<file path="src/rtl/uart_tx_arbiter_if.sv">
// Bundle between four byte requesters, the arbiter and a uart_tx.
//
// Handshakes:
//  - req[i] is a level request. A requester holds req[i] and its byte on
//    req_data[8i+7:8i] until it sees ack[i] for one clock. ack[i] marks the
//    byte as accepted; dropping req[i] afterwards does not cancel the frame.
//  - tx_dv is a one-clock start strobe to the transmitter, with tx_data
//    valid alongside it and held until the next grant.
//  - tx_done is a one-clock completion strobe from the transmitter. It is
//    only meaningful while a frame is outstanding.
//  - done[i] / err[i] are one-clock completion / timeout reports.
interface uart_tx_arbiter_if;
  logic [3:0]  req;
  logic [31:0] req_data;
  logic [3:0]  ack;
  logic [3:0]  done;
  logic [3:0]  err;
  logic [7:0]  tx_data;
  logic        tx_dv;
  logic        tx_done;
  logic        busy;
  logic [1:0]  grant_id;

  // Requesters plus transmitter side.
  modport master (
    output req, req_data, tx_done,
    input  ack, done, err, tx_data, tx_dv, busy, grant_id
  );

  // Arbiter side.
  modport slave (
    input  req, req_data, tx_done,
    output ack, done, err, tx_data, tx_dv, busy, grant_id
  );
endinterface

</file>
<file path="src/rtl/uart_tx_arbiter.sv">
// Round-robin arbiter that shares one uart_tx between four byte requesters.
// One frame is outstanding at a time: grant, strobe the transmitter, wait
// for tx_done (or give up after TIMEOUT_CYCLES), then hold the line idle for
// GAP_CYCLES before the next grant.
module uart_tx_arbiter #(
  parameter int GAP_CYCLES     = 2,
  parameter int TIMEOUT_CYCLES = 1000
) (
  input  logic                clk,
  input  logic                rst_n,
  uart_tx_arbiter_if.slave    bus,
  output logic [1:0]          state_o
);

  typedef enum logic [1:0] {
    IDLE = 2'd0,
    SEND = 2'd1,
    WAIT = 2'd2,
    GAP  = 2'd3
  } state_e;

  // Counter widths always at least one bit, even for GAP_CYCLES = 0.
  localparam int TW = $clog2(TIMEOUT_CYCLES + 2);
  localparam int GW = $clog2(GAP_CYCLES + 2);

  // A frame ends in GAP, or straight in IDLE when no gap is requested.
  localparam state_e EXIT_STATE = (GAP_CYCLES == 0) ? IDLE : GAP;

  state_e        state_q, state_d;
  logic [7:0]    tx_data_q, tx_data_d;
  logic [1:0]    grant_q, grant_d;
  logic [1:0]    last_grant_q, last_grant_d;
  logic [TW-1:0] wait_cnt_q, wait_cnt_d;
  logic [GW-1:0] gap_cnt_q, gap_cnt_d;
  logic [3:0]    done_q, done_d;
  logic [3:0]    err_q, err_d;

  logic [1:0]    winner;
  logic          winner_found;
  logic [3:0]    grant_onehot;
  logic          wait_last;
  logic          gap_last;

  assign grant_onehot = 4'b0001 << grant_q;
  assign wait_last    = (32'(wait_cnt_q) == TIMEOUT_CYCLES - 1);
  assign gap_last     = (32'(gap_cnt_q) >= GAP_CYCLES - 1);

  // Round-robin pick: scan upward from the requester after the last grant.
  always_comb begin
    winner       = 2'd0;
    winner_found = 1'b0;
    for (int off = 0; off < 4; off++) begin
      logic [1:0] idx;
      idx = last_grant_q + 2'(off + 1);
      if (bus.req[idx] && !winner_found) begin
        winner       = idx;
        winner_found = 1'b1;
      end
    end
  end

  // Next-state and registered-output logic for the grant sequence.
  always_comb begin
    state_d      = state_q;
    tx_data_d    = tx_data_q;
    grant_d      = grant_q;
    last_grant_d = last_grant_q;
    wait_cnt_d   = wait_cnt_q;
    gap_cnt_d    = gap_cnt_q;
    done_d       = 4'b0000;
    err_d        = 4'b0000;
    unique case (state_q)
      IDLE: begin
        // Requests are only looked at here; anything raised mid-frame waits.
        if (winner_found) begin
          tx_data_d    = bus.req_data[{winner, 3'b000} +: 8];
          grant_d      = winner;
          last_grant_d = winner;
          state_d      = SEND;
        end
      end
      SEND: begin
        wait_cnt_d = '0;
        state_d    = WAIT;
      end
      WAIT: begin
        // tx_done is checked first so a same-cycle timeout loses the tie.
        if (bus.tx_done) begin
          done_d    = grant_onehot;
          gap_cnt_d = '0;
          state_d   = EXIT_STATE;
        end else if (wait_last) begin
          err_d     = grant_onehot;
          gap_cnt_d = '0;
          state_d   = EXIT_STATE;
        end else begin
          wait_cnt_d = wait_cnt_q + 1'b1;
        end
      end
      GAP: begin
        if (gap_last) begin
          gap_cnt_d = '0;
          state_d   = IDLE;
        end else begin
          gap_cnt_d = gap_cnt_q + 1'b1;
        end
      end
      default: state_d = IDLE;
    endcase
  end

  // State and datapath registers; reset drops any frame in flight.
  always_ff @(posedge clk or negedge rst_n) begin
    if (!rst_n) begin
      state_q      <= IDLE;
      tx_data_q    <= 8'h00;
      grant_q      <= 2'd0;
      last_grant_q <= 2'd3;
      wait_cnt_q   <= '0;
      gap_cnt_q    <= '0;
      done_q       <= 4'b0000;
      err_q        <= 4'b0000;
    end else begin
      state_q      <= state_d;
      tx_data_q    <= tx_data_d;
      grant_q      <= grant_d;
      last_grant_q <= last_grant_d;
      wait_cnt_q   <= wait_cnt_d;
      gap_cnt_q    <= gap_cnt_d;
      done_q       <= done_d;
      err_q        <= err_d;
    end
  end

  // Strobes decoded from state so tx_dv/ack can only appear in SEND.
  always_comb begin
    bus.tx_dv    = (state_q == SEND);
    bus.ack      = (state_q == SEND) ? grant_onehot : 4'b0000;
    bus.busy     = (state_q != IDLE);
    bus.done     = done_q;
    bus.err      = err_q;
    bus.tx_data  = tx_data_q;
    bus.grant_id = grant_q;
    state_o      = state_q;
  end

endmodule

</file>
<file path="src/flat_wrapper.sv">
// flat-port wrapper written by rule: the top's interface ports become plain ports
module uart_tx_arbiter_flat 
#(
  parameter int GAP_CYCLES     = 2,
  parameter int TIMEOUT_CYCLES = 1000
)
  (clk, rst_n, state_o, bus_req, bus_req_data, bus_tx_done, bus_ack, bus_done, bus_err, bus_tx_data, bus_tx_dv, bus_busy, bus_grant_id);
  uart_tx_arbiter_if bus_i ();
  input  logic clk;
  input  logic rst_n;
  output logic [1:0] state_o;
  input wire logic [$bits(bus_i.req)-1:0] bus_req;
  input wire logic [$bits(bus_i.req_data)-1:0] bus_req_data;
  input wire logic [$bits(bus_i.tx_done)-1:0] bus_tx_done;
  output wire logic [$bits(bus_i.ack)-1:0] bus_ack;
  output wire logic [$bits(bus_i.done)-1:0] bus_done;
  output wire logic [$bits(bus_i.err)-1:0] bus_err;
  output wire logic [$bits(bus_i.tx_data)-1:0] bus_tx_data;
  output wire logic [$bits(bus_i.tx_dv)-1:0] bus_tx_dv;
  output wire logic [$bits(bus_i.busy)-1:0] bus_busy;
  output wire logic [$bits(bus_i.grant_id)-1:0] bus_grant_id;
  assign bus_i.req = bus_req;
  assign bus_i.req_data = bus_req_data;
  assign bus_i.tx_done = bus_tx_done;
  assign bus_ack = bus_i.ack;
  assign bus_done = bus_i.done;
  assign bus_err = bus_i.err;
  assign bus_tx_data = bus_i.tx_data;
  assign bus_tx_dv = bus_i.tx_dv;
  assign bus_busy = bus_i.busy;
  assign bus_grant_id = bus_i.grant_id;
  uart_tx_arbiter #(.GAP_CYCLES(GAP_CYCLES), .TIMEOUT_CYCLES(TIMEOUT_CYCLES)) u_core (.clk(clk), .rst_n(rst_n), .bus(bus_i), .state_o(state_o));
endmodule
</file>
<file path="config.mk">
export PLATFORM = sky130hd
export DESIGN_NAME = uart_tx_arbiter_flat
export DESIGN_NICKNAME = d
export VERILOG_FILES = /design/src/rtl/uart_tx_arbiter_if.sv /design/src/rtl/uart_tx_arbiter.sv /design/src/flat_wrapper.sv
export SDC_FILE = /design/constraint.sdc
export NUM_CORES = 1
export LEC_CHECK = 0
export ABC_CLOCK_PERIOD_IN_PS = 2050
export BUFFER_PORTS_ARGS = -buffer_cell sky130_fd_sc_hd__buf_2
export CAP_MARGIN = 20
export CORE_UTILIZATION = 31
export CTS_BUF_LIST = sky130_fd_sc_hd__clkbuf_16
export DETAILED_ROUTE_END_ITERATION = 12
export HOLD_SLACK_MARGIN = 0.03
export SLEW_MARGIN = 20
export SYNTH_ARGS = -nofsm -noshare
export SYNTH_HDL_FRONTEND = slang
export SYNTH_SLANG_ARGS = --single-unit
</file>
<file path="constraint.sdc">
create_clock -name clk -period 2.05 [get_ports clk]
set_clock_uncertainty 0.15 [all_clocks]
set_input_delay 0.1025 -clock clk [delete_from_list [all_inputs] [get_ports clk]]
set_output_delay 0.1025 -clock clk [all_outputs]
set_load 0.03 [all_outputs]
</file>
==> metrics.md, run 1 <==
| Metric | Value |
|---|---|
| Final Hold Vio Count | `0` |
| Cell Int Power | `0.00204 W` |
| Sw frac | `42.4%` |
| Worst-path maximum fanout | `8` |
| Seq/Total Area, Yosys | `45.7%` |
| Synth Net Count | `232` |
| Iteration-0 DRC Markers | `75` |
| Power share of the sequential group | `29.1%` |
| TritonCTS Buffers | `5` |
| Synth Area in Compound Gates | `16.0%` |
| Root buffer cell | `clkbuf_16` |
| Synth Area in XOR/XNOR | `3.29%` |
| Sequential Area | `855 um^2` |
| CTS tree | `done` |
| Max stage delay on crit path | `0.55 ns` |
| Area of the multi-input gates | `1010 um^2` |
| Antenna cells | `0` |
| Clock power frac | `19.7%` |
| Tot GR Track Use | `15.4%` |
| Core footprint | `5640 um^2` |
| Cells after Synth | `186` |
| GRT Residual Overflow | `0` |
| DR vias | `1660` |
| Post-synth EDFFs | `0` |
| P_sw | `0.00150 W` |
| Syn-to-layout area delta | `42.7%` |
| Arr. time, crit path | `2.11 ns` |
| Final setup viols | `2` |
| Row cnt | `27` |
| First-pass GRT wire length | `7500 um` |
| Crit-path leading delay family | `flip-flops` |
| Hold Crit Class | `in2reg` |
| Seq cells post-synth | `34` |
| Syn avg cell area | `10.0 um^2` |
| Post-route setup slack | `-0.0538 ns` |
| CP Cell Sequence | `mux2_4, a32oi_4, and2_4, buf_4, mux2i_1, a221oi_2` |
| Logic pwr share | `51.2%` |
| Worst path bufs/invs | `1` |
| Synth Area in Adders | `4.69%` |
| DIE AREA | `6330 um^2` |
| Data required time of the worst path | `2.06 ns` |
| WHS | `0.0209 ns` |
| Ys async rst share | `100%` |
| Run status | `finished, violations left` |
| Initial core utilization | `33.1%` |
| Drt wl/cell | `13.3 um` |
| Die Span X | `79.6 um` |
| Tmin final | `2.10 ns` |
| WS Path Type | `reg2reg` |
| Fin nets | `322` |
| Synth Area in Simple Gates | `17.0%` |
| Final HPWL from detailed placement | `3200 um` |
| Ports | `65` |
| Vias in the first global route | `1621` |
| Yosys warnings | `0` |
| Drt drc | `0` |
| Die H | `79.6 um` |
| Period utilization | `103%` |
| Worst-margin pin slew | `0.782 ns` |
| Via/cell ratio | `4.76` |
| TNS Setup | `-0.0711 ns` |
| Main combinational cell family by area after synthesis | `simple AND/OR/NAND/NOR gates` |
| Unique cell type count in the Yosys netlist | `46` |
| Leakage Power | `1.31 nW` |
| RSZ-0062 raised after global routing | `true` |
| Clock transition at the registers of the reported paths | `0.05 ns` |
| FMAX | `475 MHz` |
| ANT nets after route | `0` |
| Slowest stage cell, crit path | `dfstp_2` |
| Max cap viols | `0` |
| Failing checks | `setup timing` |
| Largest net degree at the start of global routing | `35` |
| Placer Congestion | `0.770` |
| Hold Crit Start | `bus_req_data[23]` |
| Clock Sinks | `34` |
| Type of origin of the critical path | `flip-flop` |
| Number of H-tree levels | `2` |
| Pwr/cell area | `1330 nW/um^2` |
| Max-slew headroom | `47.9%` |
| Slew Viols, Final | `0` |
| Worst-skew pair later-pin latency | `0.27 ns` |
| Layout cells sized above 1 | `39.0%` |
| Fillcell total | `531` |
| R2R Path Start | `u_core.last_grant_q[1]$_DFFE_PN1P_` |
| Initial antenna violation count | `0` |
| Final Cell Area | `2660 um^2` |
| First-pass iteration count of the detailed router | `5` |
| Synthesized area | `1870 um^2` |
| Dominant synthesized flop cell | `dfrtp_1` |
| Post-synthesis mux area share | `8.45%` |
| CP endpoint kind | `flip-flop` |
| Worst IR Drop VDD | `0.000730 V` |
| Max clock buf depth | `2` |
| Setup crit start | `u_core.last_grant_q[1]$_DFFE_PN1P_` |
| PortBufs | `64` |
| Post-DP Area | `2330 um^2` |
| Final wirelength | `4630 um` |
==> power by group through the flow <==
stage / Combinational, W / Clock, W / Sequential, W
floorplan: 0.000959 / 0 / 0.00128
global placement: 0.00163 / 0 / 0.00104
detailed placement: 0.00166 / 0 / 0.00103
CTS: 0.00169 / 0.000714 / 0.00103
global route: 0.00199 / 0.000750 / 0.00107
finish: 0.00181 / 0.000697 / 0.00103
==> state kept, by name, summed over array words and instances, names as in the netlist <==
name	flops
u_core.state_o	2
u_core.bus.grant_id	2
u_core.bus.done	4
u_core.wait_cnt_q	10
u_core.gap_cnt_q	2
u_core.bus.tx_data	8
u_core.last_grant_q	2
u_core.bus.err	4
==> metrics by stage <==
step / worst slack, ns / power [W] / cells / utilization [%]
floorplan: -0.0397 / 0.00224 / 186 / -
global placement: 0.0319 / 0.00267 / 326 / 41.3
detailed placement: -0.0542 / 0.00269 / 326 / 41.3
CTS: 0.00598 / 0.00344 / 344 / 45.6
global route: -0.108 / 0.00381 / 349 / 47.2
finish: -0.0538 / 0.00354 / 349 / 47.2
==> metal layers <==
metal	vias up	GRT usage (%)	share of wire [%]
met5	-	0	0
met2	57	25.6	47
met1	755	19.3	46
li1	844	-	-
met4	0	4.36	0.78
met3	4	4.57	6.6
==> timing repair <==
item / in CTS / in global routing
resized for setup: 4 / 13
endpoints found under the setup margin: 6 / 10
gates cloned: 1 / 0
buffers inserted: 0 / 5
pin swaps: 1 / 5
hold endpoints to repair: 38 / 0
hold buffers: 9 / 0
==> cells in the final DEF, fill, tap and decap left out, drive strengths merged, types with 2 or more instances in the layout <==
cell type	count
a2111oi	4
a211oi	4
a21boi	4
a21o	3
a21oi	5
a221oi	4
a22o	2
and2	4
buf	79
clkbuf	5
clkinv	2
dfrtp	32
dfstp	2
dlygate4sd3	9
ha	7
inv	12
mux2	3
mux2i	12
nand2	8
nand2b	5
nand3	3
nand4	2
nor2	32
nor3	7
o21ai	5
xnor2	5
xor2	2
==> path summary, 6_finish.rpt <==
kind,depth (start not counted),slack [ns],endpoint
min in group asynchronous,2,0.30,u_core.state_o[1]$_DFFE_PN0P_
worst min register to register,1,0.33,u_core.gap_cnt_q[0]$_DFFE_PN0P_
max in group asynchronous,2,0.91,u_core.state_o[0]$_DFFE_PN0P_
worst max-delay path,6,-0.05,u_core.bus.tx_data[1]$_DFFE_PN0P_
worst min-delay path,3,0.02,u_core.bus.tx_data[7]$_DFFE_PN0P_
worst max register to register,6,-0.05,u_core.bus.tx_data[1]$_DFFE_PN0P_
==> final cells by class <==
type | instances | area share [%]
multi-input cells | 136 | 37.9
flip-flops and latches | 34 | 32.1
repair buffers | 88 | 19.9
clock buffers | 5 | 4.70
well taps | 72 | 3.38
inverters | 11 | 1.55
clock inverters | 3 | 0.470
==> cell usage after synthesis, types with 5 or more instances <==
cell      number  area share (%)
a21oi_1        5             1.3
nand2_1        8             1.6
o21ai_0        5             1.3
nor3_1         7             1.9
xnor2_1        5             2.3
ha_1           7             4.7
mux2i_1       12             6.4
inv_1         11             2.2
nand2b_1       5             1.7
nor2_1        32             6.4
dfrtp_1       32              43
==> cells by family (layout without fill, tap and decap cells) <==
kind of cell,Yosys count,count (layout)
AO/OA/AOI/OAI,39,39
AND/OR/NAND/NOR,67,68
adder cells (fa/ha/maj),7,7
flip-flops,34,34
XOR/XNOR,7,7
multiplexers,15,15
buffers and inverters,17,107
==> worst min-delay path, cell delays in order <==
cell	delay, ns
buf_2	0.08
a2111oi_1	0.06
a211oi_1	0.16
(Power assumes the default switching activity.)
==> run 2, diff against run 1 <==
BUFFER_PORTS_ARGS = -buffer_cell sky130_fd_sc_hd__buf_4   (was -buffer_cell sky130_fd_sc_hd__buf_2)
==> run 2 against run 1 <==
Cell area is 2.2% higher. Cell count is 2.3% lower. Register-to-register slack better by 0.07 ns. Fmax is 3.5% higher. Non-clock buffer count is 8 lower. Worst setup slack better by 0.072 ns. The run now ends clean. Wire length is 3.4% lower.
==> metrics.md, run 2 (synthesized netlist as in run 1, its figures left out) <==
| Metric | Value |
|---|---|
| Final wirelength | `4470 um` |
| PortBufs | `64` |
| FMAX | `492 MHz` |
| First-pass GRT wire length | `7440 um` |
| Post-route setup slack | `0.0181 ns` |
| ANT nets after route | `0` |
| Iteration-0 DRC Markers | `59` |
| Worst-path maximum fanout | `8` |
| Die Span X | `79.6 um` |
| Clock Sinks | `34` |
| Core footprint | `5640 um^2` |
| Type of origin of the critical path | `flip-flop` |
| Leakage Power | `1.31 nW` |
| First-pass iteration count of the detailed router | `6` |
| Vias in the first global route | `1584` |
| CTS tree | `done` |
| Cell Int Power | `0.00209 W` |
| RSZ-0062 raised after global routing | `true` |
| Max clock buf depth | `2` |
| Initial core utilization | `33.1%` |
| Largest Register | `u_core.wait_cnt_q` |
| Run status | `completed` |
| Row cnt | `27` |
| Tot GR Track Use | `15.1%` |
| Placer Congestion | `0.732` |
| Initial antenna violation count | `0` |
| Number of H-tree levels | `2` |
| Data required time of the worst path | `2.04 ns` |
| Die H | `79.6 um` |
| TNS Setup | `0 ns` |
| DIE AREA | `6330 um^2` |
| Most frequent cells in the layout | `buf_4, nor2_1, dfrtp_1, inv_1, mux2i_1` |
| Via/cell ratio | `4.77` |
| DR vias | `1628` |
| TritonCTS Buffers | `5` |
| Drt drc | `0` |
| Tmin final | `2.03 ns` |
| CP endpoint kind | `flip-flop` |
| Worst-skew pair later-pin latency | `0.27 ns` |
| P_sw | `0.00146 W` |
| WS Path Type | `reg2reg` |
| Final setup viols | `0` |
| Hold Crit Class | `in2reg` |
| Layout cells sized above 1 | `36.8%` |
| Sw frac | `41.2%` |
| Syn-to-layout area delta | `45.8%` |
| Arr. time, crit path | `2.03 ns` |
| Final HPWL from detailed placement | `3360 um` |
| Final Util | `48.2%` |
| Logic pwr share | `51.4%` |
| Power share of the sequential group | `29.3%` |
| Clock power frac | `19.3%` |
| Max FFs per register | `10` |
| GRT Residual Overflow | `0` |
| Drt wl/cell | `13.1 um` |
| Largest net degree at the start of global routing | `35` |
| Overall power | `0.00355 W` |
| Slew Viols, Final | `0` |
| Max cap viols | `0` |
| Commonest non-fill, non-tap cell in the layout | `buf_4` |
| Worst-margin pin slew | `0.443 ns` |
| Worst IR Drop VDD | `0.000624 V` |
| Root buffer cell | `clkbuf_16` |
| Final Hold Vio Count | `0` |
| Ports | `65` |
| Period utilization | `99.1%` |
| Fin nets | `314` |
| Pwr/cell area | `1310 nW/um^2` |
| Antenna cells | `0` |
| Max-slew headroom | `70.3%` |
| Setup WS pre-CTS | `-0.0414 ns` |
| Clock transition at the registers of the reported paths | `0.05 ns` |
==> run 2: changes by cell type in the layout (fill, tap and decap cells not counted), sizes merged <==
cell | before | now
dlygate4sd3 | 9 | 5
buf | 79 | 75
==> run 2: through the flow <==
step           instances  hold slack [ns]  area, um^2
6_report             341           0.0303        2720
5_1_grt              341           0.0390        2720
4_1_cts              340           0.0307        2690
3_5_place_dp         326          -0.0641        2490
3_3_place_gp         326          -0.0655        2490
2_1_floorplan        186           -0.343        1890
==> run 2: layout make-up <==
cell class / count / area [um^2]
multi-input combinational: 136 / 983
sequential: 34 / 855
tap: 72 / 90.1
clock buffer: 5 / 125
inverter: 11 / 41.3
timing repair buffer: 80 / 613
clock inverter: 3 / 12.5
fill: 525 / 2920
==> run 2: per-layer routing <==
layer / vias to the layer above / wire, um / track usage, %
met5: - / 0 / 0
met4: 0 / 19 / 4.36
met3: 2 / 309 / 4.46
met2: 53 / 2060 / 23.3
met1: 745 / 2080 / 20.3
li1: 828 / - / -
==> run 2: path summary, 6_finish.rpt <==
check | slack, ns | start | cells after the start | to
max | 0.02 | u_core.last_grant_q[1]$_DFFE_PN1P_ | 5 | u_core.bus.tx_data[5]$_DFFE_PN0P_
min | 0.03 | bus_req_data[27] | 3 | u_core.bus.tx_data[3]$_DFFE_PN0P_
max reg2reg | 0.02 | u_core.last_grant_q[1]$_DFFE_PN1P_ | 5 | u_core.bus.tx_data[5]$_DFFE_PN0P_
min reg2reg | 0.33 | u_core.gap_cnt_q[0]$_DFFE_PN0P_ | 1 | u_core.gap_cnt_q[0]$_DFFE_PN0P_
max in group asynchronous | 1.24 | rst_n | 2 | u_core.last_grant_q[0]$_DFFE_PN1P_
min in group asynchronous | 0.17 | rst_n | 2 | u_core.wait_cnt_q[8]$_DFFE_PN0P_
==> run 2: what timing repair did <==
| item | in CTS | in global routing |
|---|---|---|
| setup buffers | 0 | 1 |
| endpoints found under the hold margin | 39 | 0 |
| hold buffers | 5 | 0 |
| pin swaps | 2 | 8 |
| cloned | 1 | 0 |
| gates resized for setup | 3 | 7 |
| endpoints found under the setup margin | 6 | 9 |
==> run 2: power by group through the flow <==
stage                     registers (W)  clock network (W)  logic [W]
after floorplan                 0.00128                  0   0.000959
final                           0.00104           0.000687    0.00183
after CTS                       0.00104           0.000711    0.00180
after global placement          0.00104                  0    0.00175
after detailed placement        0.00104                  0    0.00177
after global routing            0.00107           0.000753    0.00199
==> run 2: worst max-delay path: stages, from the launching register on <==
cell and delay (ns):
dfstp_2 0.55, mux2_4 0.31, a32oi_4 0.27, and2_4 0.29, mux2i_1 0.25, a221oi_2 0.09
